--- src/rtl/uart_av_master_if.sv ---
// Signal bundle between uart_av_master and its user / uart_core neighbours.
// Holds the TX/RX streams, the core IRQ and the Avalon-MM register port.
interface uart_av_master_if;
  logic [7:0]  tx_data_i;
  logic        tx_valid_i;
  logic        tx_ready_o;
  logic        tx_drop_o;
  logic [7:0]  rx_data_o;
  logic        rx_valid_o;
  logic        rx_ready_i;
  logic        irq_i;
  logic [3:0]  avm_address_o;
  logic [3:0]  avm_byteenable_o;
  logic        avm_read_o;
  logic        avm_write_o;
  logic [31:0] avm_writedata_o;
  logic [31:0] avm_readdata_i;

  modport master (
    input  tx_data_i, tx_valid_i, rx_ready_i,
    input  irq_i, avm_readdata_i,
    output tx_ready_o, tx_drop_o,
    output rx_data_o, rx_valid_o,
    output avm_address_o, avm_byteenable_o,
    output avm_read_o, avm_write_o,
    output avm_writedata_o
  );

  modport slave (
    output tx_data_i, tx_valid_i, rx_ready_i,
    output irq_i, avm_readdata_i,
    input  tx_ready_o, tx_drop_o,
    input  rx_data_o, rx_valid_o,
    input  avm_address_o, avm_byteenable_o,
    input  avm_read_o, avm_write_o,
    input  avm_writedata_o
  );
endinterface

--- src/rtl/uart_av_master.sv ---
// Avalon-MM master polling uart_core: writes held TX bytes, reads RX on IRQ.
// Ports: clk_i, reset_n_i (sync, active-low), bus (uart_av_master_if.master).
module uart_av_master #(
  parameter int CLK_FREQ       = 100_000_000,
  parameter int BAUD_RATE      = 115_200,
  parameter int READ_LATENCY   = 2,
  parameter int POLL_GAP       = 4,
  parameter int TIMEOUT_CYCLES = 1_000_000
) (
  input  logic             clk_i,
  input  logic             reset_n_i,
  uart_av_master_if.master bus
);
  localparam int RX_DELAY = 10 * (CLK_FREQ / BAUD_RATE);
  localparam int CM0 = (RX_DELAY > READ_LATENCY) ? RX_DELAY : READ_LATENCY;
  localparam int CMX = (CM0 > POLL_GAP) ? CM0 : POLL_GAP;
  localparam int CW = $clog2(CMX + 1);
  localparam int TW = $clog2(TIMEOUT_CYCLES + 1);
  localparam logic [CW-1:0] LAT_END = CW'(READ_LATENCY - 1);
  localparam logic [CW-1:0] GAP_END = CW'(POLL_GAP - 1);
  localparam logic [CW-1:0] DLY_END = CW'(RX_DELAY - 1);
  localparam logic [TW-1:0] TO_END = TW'(TIMEOUT_CYCLES - 1);

  typedef enum logic [2:0] {
    IDLE, POLL_RD, POLL_WT, WRITE,
    GAP, RX_DLY, RX_RD, RX_WT
  } state_t;

  state_t        state, state_n, pick;
  logic [CW-1:0] cnt;
  logic [TW-1:0] to_cnt;
  logic [7:0]    hold;
  logic          hold_full;
  logic          take, to_hit;
  logic          drop_n, rx_set;
  logic          rd_n, wr_n;
  logic [7:0]    rx_data;
  logic          rx_valid;
  logic          drop;
  logic          read, write;
  logic [3:0]    address, byteenable;
  logic [31:0]   writedata;
  logic          unused_bits;

  assign take   = bus.tx_valid_i && !hold_full;
  assign to_hit = hold_full && (to_cnt == TO_END);
  assign rd_n   = (state_n == POLL_RD) || (state_n == RX_RD);
  assign wr_n   = (state_n == WRITE);

  always_comb begin
    pick    = IDLE;
    state_n = state;
    drop_n  = 1'b0;
    rx_set  = 1'b0;
    if (bus.irq_i && !rx_valid) pick = RX_DLY;
    else if (hold_full)         pick = POLL_RD;
    unique case (state)
      IDLE: begin
        if (pick == RX_DLY) state_n = RX_DLY;
        else if (to_hit)    drop_n  = 1'b1;
        else                state_n = pick;
      end
      POLL_RD: state_n = POLL_WT;
      POLL_WT: begin
        if (cnt == LAT_END)
          state_n = bus.avm_readdata_i[0] ? WRITE : GAP;
      end
      WRITE: state_n = GAP;
      GAP: begin
        // last gap cycle makes the idle decision itself,
        // so back-to-back polls sit GAP+LAT+1 apart
        if (to_hit) begin
          drop_n  = 1'b1;
          state_n = IDLE;
        end else if (cnt == GAP_END) begin
          state_n = pick;
        end
      end
      RX_DLY: if (cnt == DLY_END) state_n = RX_RD;
      RX_RD:  state_n = RX_WT;
      RX_WT: begin
        if (cnt == LAT_END) begin
          rx_set  = 1'b1;
          state_n = IDLE;
        end
      end
      default: state_n = IDLE;
    endcase
  end

  always_ff @(posedge clk_i) begin
    if (!reset_n_i) begin
      state      <= IDLE;
      cnt        <= '0;
      to_cnt     <= '0;
      hold       <= '0;
      hold_full  <= 1'b0;
      rx_data    <= '0;
      rx_valid   <= 1'b0;
      drop       <= 1'b0;
      read       <= 1'b0;
      write      <= 1'b0;
      address    <= '0;
      byteenable <= '0;
      writedata  <= '0;
    end else begin
      state <= state_n;
      if (state_n != state)  cnt <= '0;
      else if (cnt != '1)    cnt <= cnt + CW'(1);

      if (wr_n || drop_n) begin
        hold_full <= 1'b0;
        to_cnt    <= '0;
      end else if (take) begin
        hold_full <= 1'b1;
        hold      <= bus.tx_data_i;
        to_cnt    <= '0;
      end else if (hold_full && to_cnt != TO_END) begin
        to_cnt <= to_cnt + TW'(1);
      end

      if (rx_set) begin
        rx_valid <= 1'b1;
        rx_data  <= bus.avm_readdata_i[7:0];
      end else if (rx_valid && bus.rx_ready_i) begin
        rx_valid <= 1'b0;
      end

      drop       <= drop_n;
      read       <= rd_n;
      write      <= wr_n;
      byteenable <= {4{rd_n || wr_n}};
      writedata  <= wr_n ? {24'd0, hold} : 32'd0;
      unique case (1'b1)
        state_n == POLL_RD: address <= 4'd1;
        state_n == RX_RD:   address <= 4'd2;
        default:            address <= 4'd0;
      endcase
    end
  end

  assign unused_bits          = ^bus.avm_readdata_i[31:8];
  assign bus.tx_ready_o       = !hold_full;
  assign bus.tx_drop_o        = drop;
  assign bus.rx_data_o        = rx_data;
  assign bus.rx_valid_o       = rx_valid;
  assign bus.avm_address_o    = address;
  assign bus.avm_byteenable_o = byteenable;
  assign bus.avm_read_o       = read;
  assign bus.avm_write_o      = write;
  assign bus.avm_writedata_o  = writedata;
endmodule

--- src/flat_wrapper.sv ---
// flat-port wrapper written by rule: the top's interface ports become plain ports
module uart_av_master_flat 
#(
  parameter int CLK_FREQ       = 100_000_000,
  parameter int BAUD_RATE      = 115_200,
  parameter int READ_LATENCY   = 2,
  parameter int POLL_GAP       = 4,
  parameter int TIMEOUT_CYCLES = 1_000_000
)
  (clk_i, reset_n_i, bus_tx_data_i, bus_tx_valid_i, bus_rx_ready_i, bus_irq_i, bus_avm_readdata_i, bus_tx_ready_o, bus_tx_drop_o, bus_rx_data_o, bus_rx_valid_o, bus_avm_address_o, bus_avm_byteenable_o, bus_avm_read_o, bus_avm_write_o, bus_avm_writedata_o);
  uart_av_master_if bus_i ();
  input  logic clk_i;
  input  logic reset_n_i;
  input wire logic [$bits(bus_i.tx_data_i)-1:0] bus_tx_data_i;
  input wire logic [$bits(bus_i.tx_valid_i)-1:0] bus_tx_valid_i;
  input wire logic [$bits(bus_i.rx_ready_i)-1:0] bus_rx_ready_i;
  input wire logic [$bits(bus_i.irq_i)-1:0] bus_irq_i;
  input wire logic [$bits(bus_i.avm_readdata_i)-1:0] bus_avm_readdata_i;
  output wire logic [$bits(bus_i.tx_ready_o)-1:0] bus_tx_ready_o;
  output wire logic [$bits(bus_i.tx_drop_o)-1:0] bus_tx_drop_o;
  output wire logic [$bits(bus_i.rx_data_o)-1:0] bus_rx_data_o;
  output wire logic [$bits(bus_i.rx_valid_o)-1:0] bus_rx_valid_o;
  output wire logic [$bits(bus_i.avm_address_o)-1:0] bus_avm_address_o;
  output wire logic [$bits(bus_i.avm_byteenable_o)-1:0] bus_avm_byteenable_o;
  output wire logic [$bits(bus_i.avm_read_o)-1:0] bus_avm_read_o;
  output wire logic [$bits(bus_i.avm_write_o)-1:0] bus_avm_write_o;
  output wire logic [$bits(bus_i.avm_writedata_o)-1:0] bus_avm_writedata_o;
  assign bus_i.tx_data_i = bus_tx_data_i;
  assign bus_i.tx_valid_i = bus_tx_valid_i;
  assign bus_i.rx_ready_i = bus_rx_ready_i;
  assign bus_i.irq_i = bus_irq_i;
  assign bus_i.avm_readdata_i = bus_avm_readdata_i;
  assign bus_tx_ready_o = bus_i.tx_ready_o;
  assign bus_tx_drop_o = bus_i.tx_drop_o;
  assign bus_rx_data_o = bus_i.rx_data_o;
  assign bus_rx_valid_o = bus_i.rx_valid_o;
  assign bus_avm_address_o = bus_i.avm_address_o;
  assign bus_avm_byteenable_o = bus_i.avm_byteenable_o;
  assign bus_avm_read_o = bus_i.avm_read_o;
  assign bus_avm_write_o = bus_i.avm_write_o;
  assign bus_avm_writedata_o = bus_i.avm_writedata_o;
  uart_av_master #(.CLK_FREQ(CLK_FREQ), .BAUD_RATE(BAUD_RATE), .READ_LATENCY(READ_LATENCY), .POLL_GAP(POLL_GAP), .TIMEOUT_CYCLES(TIMEOUT_CYCLES)) u_core (.clk_i(clk_i), .reset_n_i(reset_n_i), .bus(bus_i));
endmodule
--- config.mk ---
export PLATFORM = sky130hd
export DESIGN_NAME = uart_av_master_flat
export DESIGN_NICKNAME = d
export VERILOG_FILES = /design/src/rtl/uart_av_master_if.sv /design/src/rtl/uart_av_master.sv /design/src/flat_wrapper.sv
export SDC_FILE = /design/constraint.sdc
export NUM_CORES = 1
export LEC_CHECK = 0
export BUFFER_PORTS_ARGS = -buffer_cell sky130_fd_sc_hd__buf_2
export CAP_MARGIN = 10
export CORE_UTILIZATION = 30
export CTS_BUF_LIST = sky130_fd_sc_hd__clkbuf_8
export CTS_CLUSTER_SIZE = 40
export DETAILED_ROUTE_END_ITERATION = 10
export PLACE_DENSITY = 0.58
export SYNTH_ARGS = -nofsm -noshare
export SYNTH_HDL_FRONTEND = slang
export SYNTH_SLANG_ARGS = --single-unit
--- constraint.sdc ---
create_clock -name clk_i -period 3.98 [get_ports clk_i]
set_input_delay 0.597 -clock clk_i [delete_from_list [all_inputs] [get_ports clk_i]]
set_output_delay 0.597 -clock clk_i [all_outputs]
set_load 0.005 [all_outputs]
* Yosys cells after proc, flatten, opt, wreduce, memory -nomap -nowiden *
Index checks and enable logic that the tools add are counted.

cells by class
  mux-type cells = 19
  bitwise gates (word level) = 2
  add/sub/neg operators = 2
  reductions and logical operators = 17
  equality and inequality tests = 18

operators by type and width
  kind                   number
  $mux 3                 9
  $pmux 3 s8             1
  $add 20x1->20 const B  1
  $eq 20x20->1 const B   1
  $ne 20x20->1 const B   1
  $eq 3x3->1 const B     6
  $add 14x1->14 const B  1
  $eq 14x1->1 const B    1
  $eq 14x14->1 const B   1
  $eq 14x2->1 const B    1
  $ne 14x14->1 const B   1
  $eq 3x2->1 const B     3
  $mux 1                 7
  $eq 3x1->1 const B     2
  $logic_and 1x1->1      5
  $pmux 2 s2             1
  $reduce_and 2->1       2
  $reduce_or 2->1        2
  $logic_not 3->1        1
  $logic_or 1x1->1       3
  $ne 3x3->1             1
  $reduce_or 3->1        1
  $logic_not 1->1        2
  $not 1->1              2
  other kinds (2)        2

word-level totals
  output and inout bits = 53
  input bits = 45
  logic and storage cells = 72
  register bits = 95

* Logic depth before layout (Yosys ltp) *
Gate-level depths: netlist of the first run.

  depth after elaboration = 10
  gate-level depth with buffers = 9
  gate-level depth less buffers = 8

* Worst setup path before layout of the first run *
OpenSTA, ideal clock, no wires.

  path type = flip-flop to flip-flop
  start point = register u_core.cnt[0]
  end point = register u_core.cnt[10]
  buffers on the path = 1
  library setup time = 0.139 ns
  setup slack = 1.782 ns
  arrival time = 2.059 ns
  cell stages (with the launch flop) = 9
  required time = 3.841 ns
  path through = dfxtp_1 -> ha_1 -> and4_1 -> nand4_1 -> a21oi_1 -> or3_2 -> a211oi_4 -> buf_6 -> nor4_2

on the way
  cells in the longest elaborated chain, start to end = 6

ends and longest elaborated chain
  item                       line                   RTL
  start: declaration         uart_av_master.sv:30   logic [CW-1:0] cnt;
  start signal: assignment   uart_av_master.sv:109  else if (cnt != '1) cnt <= cnt + CW'(1);
  $eq 14x2->1                uart_av_master.sv:75   end else if (cnt == GAP_END) begin
  $mux 3                     uart_av_master.sv:75
  $mux 3                     uart_av_master.sv:72   if (to_hit) begin
  $pmux 3 s8                 uart_av_master.sv:57   unique case (state)
  $ne 3x3->1                 uart_av_master.sv:108  if (state_n != state) cnt <= '0;
  $reduce_or 2->1 (no line)  --

Parallel ways exist; a longest one is shown, timed or not.
A chain may end at the register's enable or synchronous reset.

* Final worst setup path of the first run *
  start point = register u_core.cnt[0]
  end point = register u_core.cnt[0]

The elaborated chain is that of the path after synthesis.

==> results of run 1 <==
[metal layers]
metal,up-vias,GRT usage
li1,1304,-
met1,1206,0.157
met2,63,0.177
met3,7,0.0494
met4,0,0.0323
met5,-,0
[cells in the final DEF, fill, tap and decap left out, drive strengths merged, types with 3 or more instances in the layout]
master and n:
nand3b 3, conb 26, xnor2 13, clkbuf 9
and2 9, nand2 21, and3 6, nand4 13
nand3 13, nand2b 4, inv 5, a211oi 3
mux2i 17, ha 3, o21ai 6, nor3 9
and4 4, xor2 16, a21oi 7, buf 48
dfxtp 69, clkinv 5, nor4 17, nor3b 5
nor2 57
[report_power, final]
part / internal, mW / total [mW] / switching (mW)
logic: 0.147 / 0.406 / 0.258
registers: 0.730 / 0.784 / 0.0540
clock network: 0.285 / 0.551 / 0.266
[state kept, by name, indices dropped and copies added (netlist names)]
register and flops:
u_core.bus.rx_valid_o 1, u_core.hold 8, u_core.bus.avm_read_o 1, u_core.state 3, u_core.hold_full 1, u_core.bus.tx_drop_o 1, u_core.cnt 14, u_core.bus.avm_address_o 2
u_core.bus.avm_write_o 1, u_core.bus.rx_data_o 8, u_core.bus.avm_writedata_o 8, u_core.to_cnt 20, u_core.bus.avm_byteenable_o 1
[worst max path at each step]
stage | startpoint | endpoint | slack [ns] | cells after the start
after floorplan | u_core.cnt[0] | u_core.cnt[10] | 1.78 | 8
after global placement | u_core.cnt[0] | u_core.cnt[2] | 1.20 | 7
after detailed placement | u_core.cnt[0] | u_core.cnt[0] | 1.18 | 7
after CTS | u_core.cnt[0] | u_core.cnt[0] | 1.16 | 7
after global routing | u_core.cnt[0] | u_core.cnt[2] | 0.98 | 7
final | u_core.cnt[0] | u_core.cnt[0] | 1.16 | 7
[cells by family (layout without fill, tap and decap cells)]
logic type | after synthesis | after routing | synth area share
xor+xnor | 29 | 29 | 0.0751
flops | 69 | 69 | 0.408
fa+ha+maj | 3 | 3 | 0.0111
mux | 17 | 17 | 0.0503
buf+inv | 45 | 69 | 0.0858
compound gates | 28 | 28 | 0.0629
other cells | 1 | 26 | 0.00111
simple gates | 174 | 174 | 0.305
[worst register-to-register path, stage by stage (launching register included)]
cell and delay [ns]:
sky130_fd_sc_hd__dfxtp_1 0.36, sky130_fd_sc_hd__ha_1 0.33, sky130_fd_sc_hd__and4_1 0.24, sky130_fd_sc_hd__nand4_1 0.10, sky130_fd_sc_hd__a21oi_1 0.16, sky130_fd_sc_hd__or3_2 0.56
sky130_fd_sc_hd__a211oi_4 0.76, sky130_fd_sc_hd__nor4_1 0.15
[cell usage after synthesis (2+ instances only)]
library cell | n | area share
sky130_fd_sc_hd__o21a_1 | 2 | 0.0044
sky130_fd_sc_hd__a21oi_1 | 6 | 0.0089
sky130_fd_sc_hd__mux2i_1 | 17 | 0.050
sky130_fd_sc_hd__nand2b_1 | 4 | 0.0074
sky130_fd_sc_hd__nand4_1 | 12 | 0.022
sky130_fd_sc_hd__nand2_1 | 21 | 0.023
sky130_fd_sc_hd__nor3_1 | 8 | 0.012
sky130_fd_sc_hd__dfxtp_1 | 69 | 0.41
sky130_fd_sc_hd__o21ai_0 | 5 | 0.0074
sky130_fd_sc_hd__nor4_1 | 4 | 0.0074
sky130_fd_sc_hd__xor2_1 | 16 | 0.041
sky130_fd_sc_hd__and3_1 | 5 | 0.0092
sky130_fd_sc_hd__nor2b_1 | 2 | 0.0037
sky130_fd_sc_hd__and2_1 | 9 | 0.017
sky130_fd_sc_hd__xnor2_1 | 13 | 0.034
sky130_fd_sc_hd__nor3b_1 | 5 | 0.011
sky130_fd_sc_hd__nor2_1 | 56 | 0.062
sky130_fd_sc_hd__a31o_2 | 2 | 0.0052
sky130_fd_sc_hd__ha_1 | 3 | 0.011
sky130_fd_sc_hd__nand3b_1 | 3 | 0.0067
sky130_fd_sc_hd__and4_1 | 3 | 0.0078
sky130_fd_sc_hd__nor4_2 | 12 | 0.044
sky130_fd_sc_hd__nand3_1 | 12 | 0.018
sky130_fd_sc_hd__buf_4 | 30 | 0.067
sky130_fd_sc_hd__clkbuf_1 | 8 | 0.0089
sky130_fd_sc_hd__a211oi_1 | 2 | 0.0044
sky130_fd_sc_hd__nand4b_1 | 2 | 0.0052
sky130_fd_sc_hd__inv_1 | 5 | 0.0055
[metrics by stage]
stage                      util  total power [mW]  setup WS (ns)
after CTS                 0.349              1.76           1.16
after global routing      0.349              1.84          0.979
after detailed placement  0.331              1.20           1.18
after global placement    0.331              1.20           1.20
after floorplan               -              1.15           1.78
final                     0.349              1.74           1.16
[area by class of cell]
type	instances	area [um2]
tap	140	175
inverter	5	18.8
timing repair buffer	48	243
clock inverter	7	66.3
fill	1129	7120
sequential	69	1380
multi-input combinational	277	1810
clock buffer	9	124
==> results by stage, run 1 <==
Route:
- The number of remaining DRC errors is 0.
- For this block, wires on met1 add up to ~3200 um.
- Across all layers, the routed design uses 2580 vias.
- The vias per cell is about 4.6.
- In the detailed route, the total length drawn on met3 is 343 um.
- The count of nets left with antenna violations after detail routing is 0.
- After detailed routing, the total wire length is 6620 um.
- The highest signal layer in the routed design is met4.
- The first TritonRoute pass finished after 5 iterations.
- The met2 layer wire length in the routed design is ~3000 um.
- The routed wirelength normalized by instance count is approximately 12 um.
- For this block, the initial DRC count from the detailed router was approximately 120.

Timing:
- The final worst hold slack is between 0.4 and 0.5 ns.
- The number of max-slew violations in the final report is 0.
- The share of the clock period used by the worst path after layout is 0.707.
- Setup violations remaining at the end of the flow were counted as 0.
- The actual slew at the worst max-slew pin is approximately 1 ns.
- Setup repair after global routing left no endpoint under its margin.
- On the final layout, the worst clock skew is about 0.0066 ns.
- The sum of negative setup slack is 0 ns.
- The worst slew slack as a fraction of its limit is 0.334.
- After layout, the minimum clock period comes to 2.82 ns.
- Static timing analysis puts the maximum clock frequency at 355 MHz.
- The number of hold-slack violations in the final timing report was 0.

Logic synthesis:
- The cell count after synthesis came out at 366.
- The per-instance average area after synthesis is 9.24 um2.
- For this run, the number of Yosys warnings is 0.
- The post-synth design cell area is 3380 um2.
- The unique cell type count in the Yosys netlist is 58.
- In the synthesized netlist the async set-or-reset flop fraction comes to 0.
- Of the synthesized area, sequential elements account for 0.408.
- The most used flip-flop cell after synthesis is sky130_fd_sc_hd__dfxtp_1.
- The register bit count reported by yosys is between 60 and 70.
- The number of enable-type register cells in the synthesized netlist is 0.

Place:
- The wire-length estimate of the detail-placed layout is 4630 um.
- The placer's final routability congestion estimate is approximately 0.82.
- The number of buffer cells added on primary ports is between 40 and 50.
- The placed standard-cell area is about 3600 um2.
- In this run, placement finished with an instance count of 539.

Critical path:
- For this run, the slowest stage of the critical path takes roughly 0.76 ns.
- The worst setup path is launched from a register.
- In this design, the largest share of critical-path delay is due to simple AND/OR/NAND/NOR gates.
- The endpoint arrival time on the critical path is about 3.0 ns.
- The flop-to-flop setup slack is around 1.2 ns.
- The endpoint identified for the worst register-to-register timing path is u_core.cnt[0].
- Walking the worst path, the cells encountered are ha_1, and4_1, nand4_1, a21oi_1, or3_2, a211oi_4, nor4_1.
- Counting both buffers and inverters, the worst setup path holds a total of 0.
- The worst register-to-register path has a depth of 7.
- The worst endpoint required time is 4.17 ns.
- The maximum fanout along the worst path is 14.
- The worst flop-to-flop path startpoint is u_core.cnt[0].
- The critical path endpoint category is a register.
- The slowest stage of the critical path belongs to the cell sky130_fd_sc_hd__a211oi_4.
- The worst setup path is of the register to register kind.

CTS:
- The number of hold buffers added after cts is 0.
- After clock tree synthesis, the setup repair step added 0 buffers.
- The TritonCTS clock tree is built.
- At the later pin of the worst-skew pair, clock insertion delay measures between 0.3 and 0.4 ns.
- The clock tree synthesis step divided the H-tree into 3 levels.
- The sink count of the clock tree is 69.
- The root buffer cell chosen for the clock tree is sky130_fd_sc_hd__clkbuf_8.
- The number of buffers between clock root and the deepest sink is 2.
- Clock-pin slew was measured on the worst setup and hold paths at roughly 0.07 ns.
- The number of buffers inserted during clock tree synthesis is 9.
- Gates resized during post-CTS repair numbered 0.

Floorplanning:
- The width of the die is ~110 um.
- The die area is ~12000 um2.
- The placement row count is 38.
- The number of ports placed on the die boundary is 98.
- After floorplanning, the core was sized to cover about 11000 um2.
- The floorplan step set the die height to between 100 and 150 um.
- The effective utilization at floorplan is 0.309.

Power:
- The power density of the placed cells is about 460 nW/um2.
- The leakage power figure is about 1.5 nW.
- The largest vdd supply drop is between 0.2 and 0.25 mV.

Final layout:
- In the final layout, the share of cells above drive strength 1 is 0.222.
- Relative to the synthesized area, the layout overhead comes to 12.7%.
- The final cell count without fillers is around 560.
- The final layout contains 458 nets.
- 0 antenna diodes ended up in the layout.
- The area of all placed cells without fillers is roughly 3800 um2.

GRT:
- The global-route wire length before repair is 10800 um.
- The largest net degree at the start of global routing is 24.
- The number of global-route vias before repair is ~2300.
- The total overflow left after global routing is 0.
- The initial antenna violation count was 0.
- For this run, the total global-route usage over all layers was measured as 0.119.

Run:
- Max-cap violations in this run came to 0.

Hold path:
- The number of stages on the worst hold path is 1.
- The worst hold path terminates at u_core.bus.avm_writedata_o[2].
- The worst hold path class is register to register.
- The worst hold path begins at u_core.hold[2].

Run status:
- The flow ran to the end, and the final reports show no timing, DRC or antenna violations.
(Power assumes the default switching activity.)
==> run 2: changes to the inputs <==
==> constraint.sdc (replaced) <==
create_clock -name clk_i -period 2.9 [get_ports clk_i]
set_input_delay 0.435 -clock clk_i [delete_from_list [all_inputs] [get_ports clk_i]]
set_output_delay 0.435 -clock clk_i [all_outputs]
set_load 0.005 [all_outputs]
==> run 2 against run 1 <==
Net effect:
- global-route usage barely moved
- clock-buffer cell count stayed put
- combinational power grew 46%
- critical path depth unchanged
- sequential share of layout area down 0.65 points
- critical endpoint is now u_core.cnt[2]
==> results by stage, run 2 (synthesis results as in run 1) <==
Critical path:
- The critical path starts at u_core.cnt[3].
- In this run the critical register-to-register path is launched from u_core.cnt[3].
- The critical path is of the register to register type.
- The worst setup path is captured at a register.
- The type of origin of the critical path is a register.
- The worst endpoint required time was 3.13 ns (-1.04 ns).
- The maximum fanout along the worst path was 14 (unchanged).
- The endpoint arrival time on the critical path was 2.68 ns (-0.33 ns).

Timing:
- The number of max-slew violations in the final report is 0 (unchanged).
- The number of setup violations in the final report is 0 (unchanged).
- The sum of negative setup slack is 0 ns (unchanged).
- The worst slew slack as a fraction of its limit is 0.348 (+0.0144).
- Setup repair after global routing left no endpoint under its margin.
- The final worst hold slack is 0.329 ns (-0.128 ns).
- The final critical-path required period is 2.44 ns (-0.373 ns).
- The largest clock skew in the final design is 0.0105 ns (+0.00391 ns).
- The actual slew at the worst max-slew pin is 0.974 ns (-0.0214 ns).
- The number of hold-slack violations in the final timing report is 0 (unchanged).
- The share of the clock period used by the worst path after layout is 0.842 (+0.135).
- The maximum frequency from static timing analysis is 409 MHz (+15%).

Floorplanning:
- The width of the die is 108 um (unchanged).
- The standard cell core area was 10900 um2 (unchanged).
- The placement row count is 38 (unchanged).
- The height of the chip was 108 um (unchanged).
- The effective utilization at floorplan is 0.309 (unchanged).
- The number of ports placed on the die boundary came to 98 (unchanged).
- The die area was 11700 um2 (unchanged).

CTS:
- The number of hold buffers added after cts came to 0 (unchanged).
- The number of buffers inserted during clock tree synthesis is 9 (unchanged).
- The post-CTS setup buffer count came to 0 (unchanged).
- The TritonCTS clock tree is built.
- The number of buffers between clock root and the deepest sink is 2 (unchanged).
- The sink count of the clock tree came to 69 (unchanged).
- The total number of H-tree levels is 3 (unchanged).
- The clock-pin slew on the worst setup and hold paths was 0.08 ns (about the same).
- The number of cells upsized or downsized after cts is 0 (unchanged).
- The insertion delay to the later sink of the worst-skew pair is 0.34 ns (about the same).
- The root buffer cell chosen for the clock tree is sky130_fd_sc_hd__clkbuf_8.

Route:
- The number of design-rule violations left by the first detailed-router iteration is 100 (-15%).
- The number of remaining DRC errors is 0 (unchanged).
- The via count of the routed design came to 2596 (+0.62%).
- The vias per cell is 4.64 (-0.28%).
- The count of nets left with antenna violations after detail routing is 0 (unchanged).
- The total iterations of the first detailed-routing run is 4 (-1).
- The final routed wirelength across all metal layers is 6700 um (+1.2%).
- The routed wirelength normalized by instance count was 12.0 um (+0.27%).

Power:
- The internal power contribution is 1.72 mW (+48%).
- The leakage power figure came to 1.58 nW (+2.4%).
- The switching portion of total power came to 0.322 (-0.00976).
- The relative contribution of the clock network to total power is 0.342 (+0.025).
- The net load switching power came to 816 uW (+41%).
- The largest vdd supply drop is 0.265 mV (+11%).
- The power density of the placed cells is 652 nW/um2 (+43%).
- The sequential power share was 0.425 (-0.025).
- The part of the total power dissipated in combinational logic is 0.233 (about the same).

GRT:
- The initial antenna violation count was 0 (unchanged).
- The total global-route track usage is 0.119 (-0.000302).
- The largest net degree at the start of global routing was 21 (-13%).
- The overall overflow remaining after global route came to 0 (unchanged).
- The global-route wire length before repair is 10800 um (about the same).
- The number of global-route vias before repair is 2352 (+3.6%).

Place:
- The placer's final routability congestion estimate is 0.849 (+3.0%).
- The placed standard-cell area was 3660 um2 (+1.0%).
- The total placed cells including tap cells came to 544 (+0.93%).
- The placed wire-length estimate after detailed placement is 4750 um (+2.6%).
- The number of buffer cells added on primary ports is 47 (unchanged).

Final layout:
- The top cell types in the final layout, fill and taps aside, are sky130_fd_sc_hd__dfxtp_1 (69), sky130_fd_sc_hd__nor2_1 (56), sky130_fd_sc_hd__buf_2 (47), sky130_fd_sc_hd__conb_1 (26), sky130_fd_sc_hd__nand2_1 (21).
- The number of inserted diodes was 0 (unchanged).
- Ranked by flip-flop count, first place goes to u_core.to_cnt.
- From synthesis to final layout, the design area changed by 14.8%.
- The flip-flop count of the largest register after layout was 20 (unchanged).
- The share of layout cells above drive strength 1 is 0.231 (+0.00927).
- The combined flip-flop and latch cell area came to 1380 um2 (unchanged).
- The area of combinational cells with multiple inputs is 1810 um2 (unchanged).
- The area of all placed cells without fillers is 3880 um2 (+1.8%).
- The net count of the finished layout was 463 (+1.1%).
- The final cell count without fillers is 560 (+0.90%).
- Leaving out fill and tap cells, the most frequent cell in the layout is sky130_fd_sc_hd__dfxtp_1.
- The layout filler cell count is 1140 (+0.97%).
- The largest registers in the layout are u_core.to_cnt (20), u_core.cnt (14).

Hold path:
- The worst hold path class is input port to register.
- The origin of the worst min-delay path is bus_tx_data_i[2].

Run status:
- The run finished with clean final reports.

Run:
- The number of max-cap violations is 0 (unchanged).
[run 2: cell count changes in the layout (fill, tap and decap cells not counted)]
cell,before,now
sky130_fd_sc_hd__buf_4,1,6
sky130_fd_sc_hd__clkinv_2,4,1
sky130_fd_sc_hd__clkinv_4,1,2
sky130_fd_sc_hd__inv_6,0,1
sky130_fd_sc_hd__bufinv_16,1,2
[run 2: layout make-up]
cell class / instances / area share
clock inverters: 7 / 0.0255
flip-flops and latches: 69 / 0.356
repair buffers: 53 / 0.0722
multi-input cells: 277 / 0.465
inverters: 5 / 0.00483
well taps: 140 / 0.0451
clock buffers: 9 / 0.0319
[run 2: worst paths after layout]
path              cells past startpoint                       endpoint  slack [ns]
setup / recovery                      7                  u_core.cnt[2]        0.46
hold reg to reg                       1  u_core.bus.avm_writedata_o[2]        0.46
setup reg to reg                      7                  u_core.cnt[2]        0.46
hold / removal                        3                 u_core.hold[2]        0.33
[run 2: critical path: stages (launching register included)]
cell and delay [ns]:
sky130_fd_sc_hd__dfxtp_1 0.36, sky130_fd_sc_hd__nor4_2 0.47, sky130_fd_sc_hd__nand4_1 0.21, sky130_fd_sc_hd__a21oi_1 0.44
sky130_fd_sc_hd__or3_2 0.26, sky130_fd_sc_hd__a211oi_4 0.07, sky130_fd_sc_hd__buf_4 0.22, sky130_fd_sc_hd__nor4_1 0.30
[run 2: per-stage QoR]
stage          setup WS, ns  power, mW  utilization
2_1_floorplan         0.702       1.58            -
3_3_place_gp          0.586       1.68        0.335
3_5_place_dp          0.486       1.69        0.335
4_1_cts               0.444       2.56        0.355
5_1_grt               0.225       2.67        0.355
6_report              0.457       2.53        0.355
[run 2: metal layers]
| metal | GRT usage | part of all wire | up-vias |
|---|---|---|---|
| met1 | 0.152 | 0.47 | 1214 |
| met3 | 0.0488 | 0.059 | 2 |
| li1 | - | - | 1316 |
| met5 | 0 | 0 | - |
| met2 | 0.186 | 0.47 | 64 |
| met4 | 0.0235 | 0.0028 | 0 |
[run 2: power by group through the flow]
stage | Clock, mW | Sequential (mW) | Combinational, mW
after global placement | 0 | 1.09 | 0.583
after global routing | 0.929 | 1.09 | 0.657
after CTS | 0.892 | 1.07 | 0.592
after detailed placement | 0 | 1.10 | 0.590
final | 0.866 | 1.08 | 0.591
after floorplan | 0 | 1.05 | 0.528
==> run 3: changes to the inputs <==
--- a/config.mk
+++ b/config.mk
@@ -11,7 +11,7 @@
 export CTS_BUF_LIST = sky130_fd_sc_hd__clkbuf_8
 export CTS_CLUSTER_SIZE = 40
 export DETAILED_ROUTE_END_ITERATION = 10
-export PLACE_DENSITY = 0.58
+export PLACE_DENSITY = 0.6
 export SYNTH_ARGS = -nofsm -noshare
 export SYNTH_HDL_FRONTEND = slang
 export SYNTH_SLANG_ARGS = --single-unit
==> constraint.sdc (replaced) <==
create_clock -name clk_i -period 2.2 [get_ports clk_i]
set_input_delay 0.33 -clock clk_i [delete_from_list [all_inputs] [get_ports clk_i]]
set_output_delay 0.33 -clock clk_i [all_outputs]
set_load 0.005 [all_outputs]
==> run 3 against run 2 <==
Net effect:
- non-clock buffer count rose by 24
- hold slack worse by 0.12 ns
- setup slack got worse by 0.35 ns
- largest cell class unchanged
- largest power group unchanged
==> results by stage, run 3 (synthesis results as in run 1) <==
Run:
- The number of max-cap violations was 0 (unchanged).

GRT:
- The initial antenna violation count is 0 (unchanged).
- The met1 track demand over resource in global routing was 0.149 (-0.00287).
- The met3 layer usage reported by global route is 0.0458 (-0.00301).
- The total global-route track usage was 0.122 (+0.00365).
- The met2 track demand over resource in global routing came to 0.202 (+0.0155).
- The global-route wire length before repair was 11300 um (+4.8%).
- The highest-utilization routing layer at the global route stage is met2.
- The number of global-route vias before repair was 2475 (+5.2%).
- The largest net degree at the start of global routing came to 21 (unchanged).
- The overall overflow remaining after global route was 0 (unchanged).

Critical path:
- The worst setup path is of the register to register kind.
- The worst endpoint required time was 2.43 ns (-0.70 ns).
- STA classifies the critical path startpoint as a register.
- The worst setup path is captured at a register.
- The endpoint arrival time on the critical path is 2.33 ns (-0.35 ns).
- The maximum fanout along the worst path is 7 (-7).

Route:
- The via count of the routed design is 2692 (+3.7%).
- The number of remaining DRC errors is 0 (unchanged).
- The vias per cell was 4.61 (-0.56%).
- The total iterations of the first detailed-routing run was 5 (+1).
- The number of design-rule violations left by the first detailed-router iteration came to 66 (-34%).
- The final routed wirelength across all metal layers is 6790 um (+1.4%).
- The routed wirelength normalized by instance count is 11.6 um (-2.8%).
- The count of nets left with antenna violations after detail routing is 0 (unchanged).

CTS:
- The number of buffers between clock root and the deepest sink was 2 (unchanged).
- CTS placed an instance of sky130_fd_sc_hd__clkbuf_8 at the clock tree root.
- The total number of H-tree levels was 3 (unchanged).
- The number of hold buffers added after cts came to 0 (unchanged).
- The number of buffers inserted during clock tree synthesis is 9 (unchanged).
- The sink count of the clock tree is 69 (unchanged).
- The clock-pin slew on the worst setup and hold paths is 0.08 ns (about the same).
- TritonCTS built the clock tree.
- The insertion delay to the later sink of the worst-skew pair is 0.35 ns (about the same).

Final layout:
- The net count of the finished layout is 487 (+5.2%).
- The share of layout cells above drive strength 1 was 0.284 (+0.0528).
- The combined flip-flop and latch cell area came to 1390 um2 (+0.36%).
- From synthesis to final layout, the design area changed by 23.2%.
- The number of inserted diodes is 0 (unchanged).
- The final cell count without fillers is 584 (+4.3%).
- The fraction of the core area covered by cells at the end of the flow is 0.381 (+0.0259).
- The most frequent standard cell in the layout excluding fill and tap cells is sky130_fd_sc_hd__dfxtp_1.
- The flip-flop count of the largest register after layout is 20 (unchanged).
- In the final layout, the registers with the most flip-flops are u_core.to_cnt (20), u_core.cnt (14).
- The area of combinational cells with multiple inputs is 1830 um2 (+1.1%).
- The layout filler cell count is 1113 (-2.4%).
- The register containing the most flip-flops in the final layout is u_core.to_cnt.
- The library cells used most frequently in the layout, excluding fill and tap cells, are sky130_fd_sc_hd__dfxtp_1 (67), sky130_fd_sc_hd__nor2_1 (55), sky130_fd_sc_hd__buf_2 (47), sky130_fd_sc_hd__conb_1 (26), sky130_fd_sc_hd__buf_4 (26).

Power:
- The leakage power figure was 1.75 nW (+11%).
- The power density of the placed cells is 893 nW/um2 (+37%).
- The largest vdd supply drop is 0.403 mV (+52%).

Timing:
- The share of the clock period used by the worst path after layout is 0.952 (+0.110).
- The worst slew slack as a fraction of its limit is 0.619 (+0.271).
- The final critical-path required period came to 2.10 ns (-0.347 ns).
- The number of hold-slack violations in the final timing report is 0 (unchanged).
- The number of setup violations in the final report is 0 (unchanged).
- The sum of negative setup slack is 0 ns (unchanged).
- The final worst hold slack came to 0.213 ns (-0.117 ns).
- The number of max-slew violations in the final report is 0 (unchanged).
- The actual slew at the worst max-slew pin is 0.571 ns (-0.403 ns).
- Setup repair after global routing left no endpoint under its margin.
- The maximum frequency from static timing analysis is 477 MHz (+17%).
- The largest clock skew in the final design is 0.00788 ns (-0.00267 ns).

Floorplanning:
- The die area is 11700 um2 (unchanged).
- The effective utilization at floorplan was 0.309 (unchanged).
- The placement row count is 38 (unchanged).
- The width of the die was 108 um (unchanged).
- The height of the chip came to 108 um (unchanged).
- The number of ports placed on the die boundary is 98 (unchanged).
- The standard cell core area is 10900 um2 (unchanged).

Place:
- The placed wire-length estimate after detailed placement came to 4950 um (+4.2%).
- The total placed cells including tap cells is 566 (+4.0%).
- The number of buffer cells added on primary ports was 47 (unchanged).
- The placer's final routability congestion estimate is 0.841 (-0.98%).

Hold path:
- The min-delay analysis places its worst path in the category input port to register.

Run status:
- The run finished with clean final reports.
-- run 3: metrics by stage --
step | cell area, um2 | worst slack (ns) | total power [mW]
after floorplan | 3480 | 0.00157 | 2.08
after global placement | 3860 | 0.0374 | 2.36
after detailed placement | 3860 | 0.0128 | 2.38
after CTS | 4110 | 0.00105 | 3.65
after global routing | 4170 | 0.0163 | 3.92
final | 4170 | 0.105 | 3.72
-- run 3: final timing paths --
check        slack [ns]                             to              from  cells past startpoint
max reg2reg        0.10                 u_core.cnt[12]     u_core.cnt[1]                      9
min                0.21                 u_core.hold[4]  bus_tx_data_i[4]                      3
min reg2reg        0.46  u_core.bus.avm_writedata_o[5]    u_core.hold[5]                      1
max                0.10                 u_core.cnt[12]     u_core.cnt[1]                      9
-- run 3: routing by layer --
metal | wire length, um | vias up | part of all wire
li1 | - | 1365 | -
met1 | 3210 | 1271 | 0.47
met2 | 3230 | 51 | 0.48
met3 | 298 | 5 | 0.044
met4 | 54 | 0 | 0.0080
met5 | 0 | - | 0
-- run 3: final cells by class --
class | count | share of cell area
flip-flops and latches | 69 | 0.333
clock inverters | 7 | 0.0291
repair buffers | 77 | 0.124
multi-input cells | 277 | 0.438
well taps | 140 | 0.0420
inverters | 5 | 0.00450
clock buffers | 9 | 0.0297
-- run 3: repair_timing --
action                                  in CTS  in global routing
endpoints found under the setup margin       0                 32
buffers inserted                             0                  1
gates resized for setup                      0                  8
-- run 3: report_power, final --
| group | total (mW) | internal, mW | switching [mW] |
|---|---|---|---|
| registers | 1.39 | 1.32 | 0.0699 |
| logic | 1.07 | 0.509 | 0.562 |
| clock network | 1.26 | 0.760 | 0.497 |
| total | 3.72 | 2.59 | 1.13 |
-- run 3: worst max-delay path, stage by stage (launching register included) --
cell and delay, ns:
sky130_fd_sc_hd__dfxtp_4 0.35, sky130_fd_sc_hd__inv_1 0.04, sky130_fd_sc_hd__ha_1 0.19, sky130_fd_sc_hd__nor3b_1 0.15, sky130_fd_sc_hd__nand4_2 0.13, sky130_fd_sc_hd__nor2_1 0.08, sky130_fd_sc_hd__or3_4 0.42, sky130_fd_sc_hd__a211oi_4 0.36
sky130_fd_sc_hd__clkbuf_16 0.23, sky130_fd_sc_hd__nor4_2 0.04
